File: config.mk
export PLATFORM = sky130hd
export DESIGN_NAME = matrix_loop_seq
export DESIGN_NICKNAME = d
export VERILOG_FILES = /design/src/rtl/matrix_seq_pkg.sv /design/src/rtl/loop_counter.sv /design/src/rtl/matrix_loop_seq.sv
export SDC_FILE = /design/constraint.sdc
export NUM_CORES = 1
export LEC_CHECK = 0
export BUFFER_PORTS_ARGS = -buffer_cell sky130_fd_sc_hd__buf_2
export CAP_MARGIN = 40
export CORE_ASPECT_RATIO = 2
export CORE_MARGIN = 8
export CORE_UTILIZATION = 56
export DETAILED_ROUTE_END_ITERATION = 6
export HOLD_SLACK_MARGIN = 0.08
export PLACE_DENSITY = 0.8
export SKIP_LAST_GASP = 1
export SYNTH_ARGS = -nofsm -noshare
export SYNTH_HDL_FRONTEND = slang
export SYNTH_HIERARCHICAL = 1
export SYNTH_SLANG_ARGS = --single-unit
File: constraint.sdc
create_clock -name clk -period 3.85 [get_ports clk]
set_clock_uncertainty 0.1 [all_clocks]
set_input_delay 0.385 -clock clk [delete_from_list [all_inputs] [get_ports clk]]
set_output_delay 0.385 -clock clk [all_outputs]
set_load 0.03 [all_outputs]
File: src/rtl/matrix_seq_pkg.sv
// Shared definitions for the matrix multiply loop sequencer: FSM state
// encoding and default index width.
package matrix_seq_pkg;

  localparam int W_DEFAULT = 8;

  typedef enum logic [2:0] {
    ST_IDLE  = 3'd0,
    ST_CLR   = 3'd1,
    ST_MAC   = 3'd2,
    ST_STORE = 3'd3,
    ST_DONE  = 3'd4
  } state_e;

endpackage

File: src/rtl/loop_counter.sv
// W-bit loop index with clear and increment; last flags idx == limit-1,
// computed modulo 2^W so a zero limit behaves as 2^W.
module loop_counter #(
  parameter int W = 8
) (
  input  logic         clk,
  input  logic         rst_n,
  input  logic         clr_i,
  input  logic         inc_i,
  input  logic [W-1:0] limit_i,
  output logic [W-1:0] idx_o,
  output logic         last_o
);

  localparam logic [W-1:0] ONE = {{(W-1){1'b0}}, 1'b1};

  logic [W-1:0] idx_q;

  // Index register: clear has priority over increment.
  always_ff @(posedge clk or negedge rst_n) begin
    if (!rst_n) begin
      idx_q <= {W{1'b0}};
    end else if (clr_i) begin
      idx_q <= {W{1'b0}};
    end else if (inc_i) begin
      idx_q <= idx_q + ONE;
    end else begin
      idx_q <= idx_q;
    end
  end

  assign idx_o  = idx_q;
  assign last_o = (idx_q == (limit_i - ONE));

endmodule

File: src/rtl/matrix_loop_seq.sv
// Loop sequencer for an N x M x P matrix multiply (ROW, COL, CURR nests).
// Define MATRIX_LOOP_SEQ_ZERO_CHK_EN to reject zero dimensions with an err pulse.
module matrix_loop_seq
  import matrix_seq_pkg::*;
#(
  parameter int W = W_DEFAULT
) (
  input  logic         clk,
  input  logic         rst_n,
  input  logic         start,
  input  logic [W-1:0] n_dim,
  input  logic [W-1:0] m_dim,
  input  logic [W-1:0] p_dim,
  input  logic         mem_ready,
  output logic [W-1:0] row_out,
  output logic [W-1:0] col_out,
  output logic [W-1:0] curr_out,
  output logic         acc_clr,
  output logic         mac_en,
  output logic         sum_wr,
  output logic         busy,
  output logic         done,
  output logic         err
);

  state_e       state_q;
  logic [W-1:0] n_q, m_q, p_q;
  logic         row_clr, row_inc, row_last;
  logic         col_clr, col_inc, col_last;
  logic         curr_clr, curr_inc, curr_last;
  logic         dim_zero;
  logic         accept;

`ifdef MATRIX_LOOP_SEQ_ZERO_CHK_EN
  assign dim_zero = (n_dim == {W{1'b0}}) || (m_dim == {W{1'b0}}) || (p_dim == {W{1'b0}});
`else
  assign dim_zero = 1'b0;
`endif

  assign accept = (state_q == ST_IDLE) && start && !dim_zero;
  assign busy   = (state_q != ST_IDLE);

  // Strobes and counter controls decoded from state (and mem_ready in MAC).
  always_comb begin
    acc_clr  = 1'b0;
    mac_en   = 1'b0;
    sum_wr   = 1'b0;
    done     = 1'b0;
    row_clr  = 1'b0;
    row_inc  = 1'b0;
    col_clr  = 1'b0;
    col_inc  = 1'b0;
    curr_clr = 1'b0;
    curr_inc = 1'b0;
    case (state_q)
      ST_IDLE: begin
        if (accept) begin
          row_clr  = 1'b1;
          col_clr  = 1'b1;
          curr_clr = 1'b1;
        end else begin
          row_clr  = 1'b0;
        end
      end
      ST_CLR: begin
        acc_clr  = 1'b1;
        curr_clr = 1'b1;
      end
      ST_MAC: begin
        if (mem_ready) begin
          mac_en   = 1'b1;
          curr_inc = !curr_last;
        end else begin
          mac_en   = 1'b0;
        end
      end
      ST_STORE: begin
        sum_wr = 1'b1;
        // curr is zeroed only when another element follows, so the final
        // indices survive into DONE and IDLE.
        if (!col_last) begin
          col_inc  = 1'b1;
          curr_clr = 1'b1;
        end else begin
          col_clr = 1'b1;
          if (!row_last) begin
            row_inc  = 1'b1;
            curr_clr = 1'b1;
          end else begin
            row_inc  = 1'b0;
          end
        end
      end
      ST_DONE: begin
        done = 1'b1;
      end
      default: begin
        done = 1'b0;
      end
    endcase
  end

  // Sequencer FSM and dimension capture on start accept.
  always_ff @(posedge clk or negedge rst_n) begin
    if (!rst_n) begin
      state_q <= ST_IDLE;
      n_q     <= {W{1'b0}};
      m_q     <= {W{1'b0}};
      p_q     <= {W{1'b0}};
    end else begin
      case (state_q)
        ST_IDLE: begin
          if (accept) begin
            state_q <= ST_CLR;
            n_q     <= n_dim;
            m_q     <= m_dim;
            p_q     <= p_dim;
          end else begin
            state_q <= ST_IDLE;
          end
        end
        ST_CLR:   state_q <= ST_MAC;
        ST_MAC: begin
          if (mem_ready && curr_last) begin
            state_q <= ST_STORE;
          end else begin
            state_q <= ST_MAC;
          end
        end
        ST_STORE: begin
          if (col_last && row_last) begin
            state_q <= ST_DONE;
          end else begin
            state_q <= ST_CLR;
          end
        end
        ST_DONE:  state_q <= ST_IDLE;
        default:  state_q <= ST_IDLE;
      endcase
    end
  end

`ifdef MATRIX_LOOP_SEQ_ZERO_CHK_EN
  logic err_q;

  // A rejected start leaves the FSM in IDLE and raises err for one cycle.
  always_ff @(posedge clk or negedge rst_n) begin
    if (!rst_n) begin
      err_q <= 1'b0;
    end else begin
      err_q <= (state_q == ST_IDLE) && start && dim_zero;
    end
  end

  assign err = err_q;
`else
  assign err = 1'b0;
`endif

  loop_counter #(.W(W)) u_row (
    .clk    (clk),
    .rst_n  (rst_n),
    .clr_i  (row_clr),
    .inc_i  (row_inc),
    .limit_i(n_q),
    .idx_o  (row_out),
    .last_o (row_last)
  );

  loop_counter #(.W(W)) u_col (
    .clk    (clk),
    .rst_n  (rst_n),
    .clr_i  (col_clr),
    .inc_i  (col_inc),
    .limit_i(p_q),
    .idx_o  (col_out),
    .last_o (col_last)
  );

  loop_counter #(.W(W)) u_curr (
    .clk    (clk),
    .rst_n  (rst_n),
    .clr_i  (curr_clr),
    .inc_i  (curr_inc),
    .limit_i(m_q),
    .idx_o  (curr_out),
    .last_o (curr_last)
  );

endmodule

==> impl_results.md, run 1 <==
* Hold_buf cts at 0
* Vias in the first global route at 2561
* Beginning of the critical path: p_q[0]
* CP Data Required Time at 3.95 ns
* I/O pins at 58
* Seq/Total Area, Yosys at 0.408
* Drt drc at 0
* Critical Setup Path Class: flip-flop to flip-flop
* Clock Path Buffers at 2
* Core ar. at 5420 µm²
* Vias per cell at 5.92
* Xor/xnor cell area share of the yosys netlist at 0.121
* Setup violation total in the final timing report at 0
* MaxCap Viol Count at 0
* Adder-Cell Fraction of Synth Area at 0.0240
* Die ar. at 8370 µm²
* Clock sink count at 51
* Maximum level of the CTS H-tree at 2
* Cts bufs inserted at 5
* Fmax achieved at 300 MHz
* Gr usage total at 0.178
* ANT cells at 0
* Initial Util at 0.576
* Global-route wire length before repair at 11700 µm
* Mapped Nets at 323
* Synthesized cell area at 3120 µm²
* Fraction of layout cells with a size suffix above 1 at 0.294
* Die Wd at 68.8 µm
* Drt total wl at 6930 µm
* Worst-Skew Late Latency at 0.32 ns
* Pre-Repair DR Iteration Count at 4
* Critical path arrival at 3.43 ns
* Outcome: completed
* Area growth, synth to finish at 11.8%
* Clk Tree Root Cell: clkbuf_8
* Worst setup SP type: flip-flop
* Post-CTS setup buffers at 0
* Leak pwr at 0.00166 µW
* Detail Placement HPWL at 5220 µm
* Mux share of post-synthesis cell area at 0.118
* DP Worst Slack at 0.559 ns
* Post-cts sizing count at 0
* Initial antenna violation count at 0
* Compound-Gate Fraction of Synth Area at 0.0849
* Post-Synth Simple-Gate Area at 0.198
* Die H at 122 µm
* Mean area per synthesized cell at 10.8 µm²
* Peak supply drop at 515 µV
* Tcrit/Tclk final at 0.866
* Register clock-pin slew on the reported worst setup and hold paths at 0.09 ns
* Time the worst path needs with I/O delays and setup at 3.33 ns
* Final hold viol count at 0
* Worst Tran Pin Value at 0.639 ns
* Worst Setup End Kind: flip-flop
* Setup TNS at 0 ns
* Placer congestion estimate at 0.789
* Wire per inst at 17.3 µm
* Routed Antenna Nets at 0
* Synth Warn # at 6
* Worst slew margin at 0.574
* RSZ-0062 raised after global routing: no
* Yosys reg bits at 51
* Final setup margin at 0.515 ns
* Finished Core Util at 0.645
* Synth Instances at 289
* TritonCTS clock tree: done
* 1st-iter DRT viols at 85
* Port bufs at 56
* Max Slew Vio Count at 0
* Global route total overflow at 0
* Fin nets at 373
* Post-synth cell types at 43
* Largest family of logic cells by synthesized area: simple AND/OR/NAND/NOR gates
* Largest net degree at the start of global routing at 52
* Power per standard cell area at 663 nW/µm²
* Final instance area at 3490 µm²
* Critical-path maximum fanout at 10
* FF-to-FF Start: p_q[0]
* Routed vias at 2369
* Placed cell area at 3390 µm²
* Rows at 38
* Fill count at 464
* Worst Hold Class: input pin to asynchronous set/reset pin
[critical path, stage by stage (launching register included)]
cell and delay, ns:
dfrtp_1 0.44, inv_1 0.08, ha_1 0.23, or3b_1 0.42, a211oi_1 0.30, o211ai_1 0.13
a211oi_1 0.44, nand2_1 0.11, a211o_1 0.44, o2111ai_1 0.29, xor2_1 0.19, nor2_1 0.06
[synth_stat cells]
cell       instances  share of area
nor2b_1            3         0.0060
nand2_1           11          0.013
nand4bb_1          1         0.0036
o221ai_1           1         0.0028
a211o_1            1         0.0028
or3_1              1         0.0020
nand3b_1           4         0.0096
xor2_1            24          0.067
a21oi_1            3         0.0048
mux2_2             6          0.022
or4b_4             1         0.0044
and2_1             4         0.0080
nor4_2             3          0.012
o2111ai_1          6          0.017
or4_4              3          0.011
buf_12             2          0.013
clkbuf_1           9          0.011
mux2_4            18          0.087
o31a_1             3         0.0084
a211oi_1           9          0.022
inv_1              9          0.011
nor2_1            37          0.044
mux2i_1            3         0.0096
clkinv_4           1         0.0028
nand4b_1           4          0.011
or3b_2             3         0.0084
buf_6              1         0.0036
o311a_1            3         0.0096
o221a_1            3          0.011
nand4_1            6          0.012
ha_1               6          0.024
dfrtp_1           51           0.41
buf_4              1         0.0024
and4b_1            3         0.0096
and3_1             7          0.014
or3b_1             3         0.0084
o211ai_1           3         0.0072
buf_2              1         0.0016
nor3b_1            2         0.0048
xnor2_1           19          0.053
conb_1             1         0.0012
nor4_1             3         0.0060
nor3_1             6         0.0096
[area by class of cell]
cell class,count,area [µm²],area share
clock buffer,7,96.3,0.0276
sequential,51,1280,0.365
tap,60,75.1,0.0215
clock inverter,1,7.51,0.00215
inverter,10,42.5,0.0122
multi-input combinational,214,1710,0.489
timing repair buffer,57,288,0.0824
[cells by family after synthesis]
kind of cell,count (synthesis)
buffers and inverters,24
and+or+nand+nor,105
other,1
xor gates and xnor gates,43
adders and majority gates,6
muxes,27
DFF,51
AOI/OAI and AO/OA,32
[worst paths after layout]
kind / depth (start not counted) / slack, ns / end
worst min register to register: 1 / 0.44 / m_q[7]
worst max register to register: 11 / 0.52 / u_curr/idx_o[7]
max in group asynchronous: 2 / 3.15 / m_q[5]
worst min-delay path: 2 / 0.06 / n_q[4]
min in group clk: 2 / 0.19 / m_q[3]
worst max-delay path: 11 / 0.52 / u_curr/idx_o[7]
[report_power, final]
group	switching, µW	internal [µW]
clock	183	164
combinational	492	526
sequential	258	694
[sequential cells by signal (all words and copies together) (netlist names)]
register      flops
m_q               8
n_q               8
p_q               8
state_q           3
u_col/idx_o       8
u_curr/idx_o      8
u_row/idx_o       8
[per-stage QoR]
stage	hold slack [ns]	cells	power [µW]
floorplan	-0.0106	289	1780
global placement	0.414	392	1950
detailed placement	0.419	392	1980
CTS	0.0959	400	2330
global route	0.128	400	2470
finish	0.0646	400	2320
[layer usage]
| metal | up-vias | part of all wire | GRT usage |
|---|---|---|---|
| li1 | 1133 | - | - |
| met1 | 1174 | 0.37 | 0.181 |
| met2 | 49 | 0.56 | 0.319 |
| met3 | 13 | 0.043 | 0.0423 |
| met4 | 0 | 0.026 | 0.0872 |
| met5 | - | 0 | 0 |
[placed cells by master, fill, tap and decap left out, types with 2 or more instances in the layout]
cell type / synthesis / routed
o31a_1: 3 / 3
nor2_1: 37 / 37
nor3_1: 6 / 6
nand3b_1: 4 / 4
nand4_1: 6 / 6
buf_2: 1 / 56
nor4_2: 3 / 3
or3b_2: 3 / 3
mux2_4: 18 / 18
nor3b_1: 2 / 2
and4b_1: 3 / 3
nand2_1: 11 / 11
clkbuf_8: 0 / 7
a211oi_1: 9 / 9
o2111ai_1: 6 / 6
and2_1: 4 / 4
or4_4: 3 / 3
nand4b_1: 4 / 4
dfrtp_1: 51 / 51
ha_1: 6 / 6
xor2_1: 24 / 24
a21oi_1: 3 / 3
nor2b_1: 3 / 3
mux2i_1: 3 / 3
and3_1: 7 / 7
xnor2_1: 19 / 19
nor4_1: 3 / 3
mux2_2: 6 / 6
o211ai_1: 3 / 3
or3b_1: 3 / 3
o221a_1: 3 / 3
o311a_1: 3 / 3
inv_1: 9 / 9
Note: power is estimated with default switching activity, not from simulation.
==> run 2, diff against run 1 <==
==> constraint.sdc (replaced) <==
create_clock -name clk -period 3.85 [get_ports clk]
set_clock_uncertainty 0.1 [all_clocks]
set_input_delay 0.1925 -clock clk [delete_from_list [all_inputs] [get_ports clk]]
set_output_delay 0.1925 -clock clk [all_outputs]
set_load 0.03 [all_outputs]
==> impl_results.md, run 2 (synthesized netlist as in run 1, its figures left out) <==
* Outcome: completed
* Non-Filler Instances at 425
* Final hold viol count at 0
* Worst setup SP type: flip-flop
* Register clock-pin slew on the reported worst setup and hold paths at 0.09 ns
* Placer congestion estimate at 0.789
* Total power at 2340 µW
* Vias per cell at 5.78
* Fin nets at 398
* Critical-path maximum fanout at 10
* Commonest non-fill, non-tap cells in the layout: 56 x buf_2, 51 x dfrtp_1, 37 x nor2_1, 25 x dlygate4sd3_1, 24 x xor2_1
* Die H at 122 µm
* FF-to-FF Start: p_q[0]
* Pre-Repair DR Iteration Count at 4
* Fmax achieved at 298 MHz
* Placed Cells at 392
* Leak pwr at 0.00176 µW
* Clock sink count at 51
* I/O pins at 58
* Critical path arrival at 3.45 ns
* Clock Path Buffers at 2
* Max Slew Vio Count at 0
* Beginning of the critical path: p_q[0]
* Critical Setup Path Class: flip-flop to flip-flop
* RR Endpoint: u_curr/idx_o[7]
* Die Wd at 68.8 µm
* Setup TNS at 0 ns
* Peak supply drop at 520 µV
* MaxCap Viol Count at 0
* Switch share at 0.402
* R2R Setup Slk at 0.49 ns
* Area growth, synth to finish at 19.8%
* Wire per inst at 17.0 µm
* Worst Hold Class: input pin to flip-flop
* Clock network fraction of design power at 0.147
* Worst Tran Pin Value at 0.632 ns
* Worst-Skew Late Latency at 0.31 ns
* Time the worst path needs with I/O delays and setup at 3.36 ns
* Port bufs at 56
* CP Data Required Time at 3.94 ns
* Largest net degree at the start of global routing at 52
* Detail Placement HPWL at 5220 µm
* Most common cell after layout, fill and taps aside: buf_2
* Global-route wire length before repair at 12300 µm
* Maximum level of the CTS H-tree at 2
* Routed Antenna Nets at 0
* Global route total overflow at 0
* NetSw at 943 µW
* 1st-iter DRT viols at 96
* Comb power frac at 0.445
* Worst Setup End Kind: flip-flop
* Drt total wl at 7240 µm
* Drt drc at 0
* Setup violation total in the final timing report at 0
* Critical Path Sink: u_curr/idx_o[7]
* Initial antenna violation count at 0
* Sequential Power Share at 0.408
* Fraction of layout cells with a size suffix above 1 at 0.274
* Core ar. at 5420 µm²
* Placed cell area at 3390 µm²
* TritonCTS clock tree: done
* RSZ-0062 raised after global routing: no
* Clk Tree Root Cell: clkbuf_8
* Final instance area at 3740 µm²
* Initial Util at 0.576
* Tcrit/Tclk final at 0.872
* Vias in the first global route at 2615
* ANT cells at 0
* Routed vias at 2456
* Die ar. at 8370 µm²
* Rows at 38
* Cts bufs inserted at 5
* Power per standard cell area at 626 nW/µm²
* Gr usage total at 0.187
* Hold path startpoint: mem_ready
* Worst slew margin at 0.578
* Pint at 1400 µW
* FF-to-FF path depth at 11
-- run 2: area by class of cell --
class / instances / area (µm²)
Inverter: 10 / 42.5
Multi-Input combinational cell: 214 / 1710
Fill cell: 422 / 1680
Timing Repair Buffer: 82 / 538
Clock inverter: 1 / 7.51
Clock buffer: 7 / 96.3
Tap cell: 60 / 75.1
Sequential cell: 51 / 1280
-- run 2: worst min-delay path by stage --
stage | end | slack [ns] | cells past startpoint
after CTS | state_q[0] | 0.22 | 3
final | state_q[0] | 0.22 | 3
after floorplan | m_q[0] | -0.20 | 0
after detailed placement | n_q[4] | 0.25 | 2
after global routing | state_q[0] | 0.22 | 3
after global placement | n_q[6] | 0.24 | 2
-- run 2: timing repair --
action,in CTS,in global routing
gates resized for setup,0,0
hold buffers,25,0
buffers inserted,0,0
hold endpoints to repair,75,0
-- run 2: power by group through the flow --
stage	clock network, µW	logic [µW]	registers, µW
after floorplan	0	872	909
after global placement	0	991	954
after detailed placement	0	1010	967
after CTS	355	1040	956
after global routing	378	1130	988
final	345	1040	957
-- run 2: worst max-delay path, cell delays in order, from the launching register on --
cell and delay, ns:
dfrtp_1 0.44, inv_1 0.08, ha_1 0.23, or3b_1 0.42
a211oi_1 0.30, o211ai_1 0.13, a211oi_1 0.44, nand2_1 0.11
a211o_1 0.44, o2111ai_1 0.29, xor2_1 0.19, nor2_1 0.06
-- run 2: layer usage --
layer | vias up | wire [µm] | global-route usage
li1 | 1181 | - | -
met1 | 1211 | 2660 | 0.190
met2 | 52 | 4110 | 0.341
met3 | 12 | 320 | 0.0423
met4 | 0 | 153 | 0.0796
met5 | - | 0 | 0
-- run 2: metrics by stage --
| step | worst slack, ns | util | hold slack [ns] |
|---|---|---|---|
| final | 0.492 | 0.691 | 0.217 |
| after CTS | 0.542 | 0.691 | 0.220 |
| after floorplan | 0.915 | - | -0.203 |
| after global routing | 0.168 | 0.691 | 0.217 |
| after detailed placement | 0.559 | 0.625 | 0.247 |
| after global placement | 0.736 | 0.625 | 0.237 |
==> run 3, diff against run 2 <==
--- a/config.mk
+++ b/config.mk
@@ -11,6 +11,7 @@
 export CORE_MARGIN = 8
 export CORE_UTILIZATION = 56
 export DETAILED_ROUTE_END_ITERATION = 6
+export GPL_TIMING_DRIVEN = 0
 export HOLD_SLACK_MARGIN = 0.08
 export PLACE_DENSITY = 0.8
 export SKIP_LAST_GASP = 1
==> constraint.sdc (replaced) <==
create_clock -name clk -period 3.85 [get_ports clk]
set_clock_uncertainty 0.1 [all_clocks]
set_input_delay 1.155 -clock clk [delete_from_list [all_inputs] [get_ports clk]]
set_output_delay 1.155 -clock clk [all_outputs]
set_load 0.03 [all_outputs]
==> impl_results.md, run 3 (synthesized netlist as in run 1, its figures left out) <==
* Outcome: completed
* Final hold viol count at 0
* Initial antenna violation count at 0
* Tcrit/Tclk final at 0.886
* TritonCTS clock tree: done
* Setup TNS at 0 ns
* Leak pwr at 0.00172 µW
* Peak supply drop at 534 µV
* Clk Tree Root Cell: clkbuf_8
* Clock sink count at 51
* Cell breakdown of the critical path: inv_1, ha_1, or3b_1, a211oi_1, o211ai_1, a211oi_1, nand2_1, a211o_1, clkbuf_1, o2111ai_1, xor2_1, nor2_1
* Port bufs at 56
* ANT cells at 0
* Pre-Repair DR Iteration Count at 4
* Register clock-pin slew on the reported worst setup and hold paths at 0.09 ns
* 1st-iter DRT viols at 77
* Rows at 38
* Commonest non-fill, non-tap cells in the layout: 57 x buf_2, 51 x dfrtp_1, 37 x nor2_1, 24 x xor2_1, 19 x xnor2_1
* Power per standard cell area at 670 nW/µm²
* Time the worst path needs with I/O delays and setup at 3.41 ns
* Setup violation total in the final timing report at 0
* Critical path arrival at 3.50 ns
* Clock Path Buffers at 2
* Fraction of layout cells with a size suffix above 1 at 0.297
* Routed vias at 2389
* Initial Util at 0.576
* Die H at 122 µm
* Vias per cell at 5.77
* Wire per inst at 17.1 µm
* Worst slew margin at 0.605
* Global-route wire length before repair at 11900 µm
* Fin nets at 387
* Final hold slack at 0.446 ns
* Routed Antenna Nets at 0
* MaxCap Viol Count at 0
* Global route total overflow at 0
* Drt total wl at 7090 µm
* Slowest cell on crit path: a211oi_1
* Critical-path maximum fanout at 10
* Worst-Skew Late Latency at 0.31 ns
* CP Data Required Time at 3.94 ns
* Post-cts sizing count at 0
* Maximum level of the CTS H-tree at 2
* Vias in the first global route at 2599
* Crit-path leading delay family: compound AO/OA/AOI/OAI gates
* RSZ-0062 raised after global routing: no
* Worst Setup End Kind: flip-flop
* Max Slew Vio Count at 0
* Area growth, synth to finish at 15.8%
* Worst Hold Class: flip-flop to flip-flop
* Core ar. at 5420 µm²
* Bufs and invs on worst path at 2
* Fmax achieved at 293 MHz
* Hold_buf cts at 0
* Largest net degree at the start of global routing at 28
* Most common cell after layout, fill and taps aside: buf_2
* R2R Setup Slk at 0.44 ns
* Die ar. at 8370 µm²
* Detail Placement HPWL at 5490 µm
* Cts bufs inserted at 5
* Critical Setup Path Class: flip-flop to flip-flop
* I/O pins at 58
* Placer congestion estimate at 0.818
* Die Wd at 68.8 µm
* Gr usage total at 0.181
* Post-CTS setup buffers at 0
* Worst Tran Pin Value at 0.593 ns
* Drt drc at 0
* Max incr delay on CP at 0.47 ns
* Most used cell, CP: a211oi_1
* Worst setup SP type: flip-flop
run 3: final timing paths:
check	cells past startpoint	start	to
setup / recovery	12	p_q[0]	u_curr/idx_o[6]
hold / removal	1	p_q[7]	p_q[7]
setup reg to reg	12	p_q[0]	u_curr/idx_o[6]
hold reg to reg	1	p_q[7]	p_q[7]
max in group asynchronous	2	rst_n	n_q[1]
min in group asynchronous	1	rst_n	n_q[6]
run 3: through the flow:
step           cell area (µm²)  power, µW  utilization  setup WS (ns)  std cells
3_5_place_dp              3500       2050        0.646          0.438        406
4_1_cts                   3620       2450        0.667          0.417        414
3_3_place_gp              3480       2000        0.642          0.480        405
6_report                  3620       2430        0.667          0.440        414
5_1_grt                   3620       2590        0.667          0.137        414
2_1_floorplan             3120       1780            -          0.915        289
run 3: layout make-up:
class                   instances  area, µm²
inverters                      10       42.5
plain buffers                  14       97.6
fillers                       475       1800
clock buffers                   6       82.6
repair buffers                 57        300
clock inverters                 2       35.0
flip-flops and latches         51       1280
well taps                      60       75.1
multi-input cells             214       1710
run 3: report_power, final:
part	switching, µW	total [µW]	internal, µW
Combinational	539	1110	572
Sequential	236	930	695
Clock	174	384	210
run 3: per-layer routing:
metal / global-route usage / wire length (µm) / vias to the layer above
met5: 0 / 0 / -
met2: 0.335 / 3970 / 44
met1: 0.190 / 2710 / 1171
met4: 0.0695 / 160 / 0
li1: - / - / 1163
met3: 0.0294 / 255 / 11
run 3: worst reg2reg max path: stages (launching register included):
cell and delay (ns):
dfrtp_1 0.44, inv_1 0.08, ha_1 0.23, or3b_1 0.41, a211oi_1 0.25, o211ai_1 0.13, a211oi_1 0.47, nand2_1 0.15
a211o_1 0.31, clkbuf_1 0.21, o2111ai_1 0.28, xor2_1 0.17, nor2_1 0.05
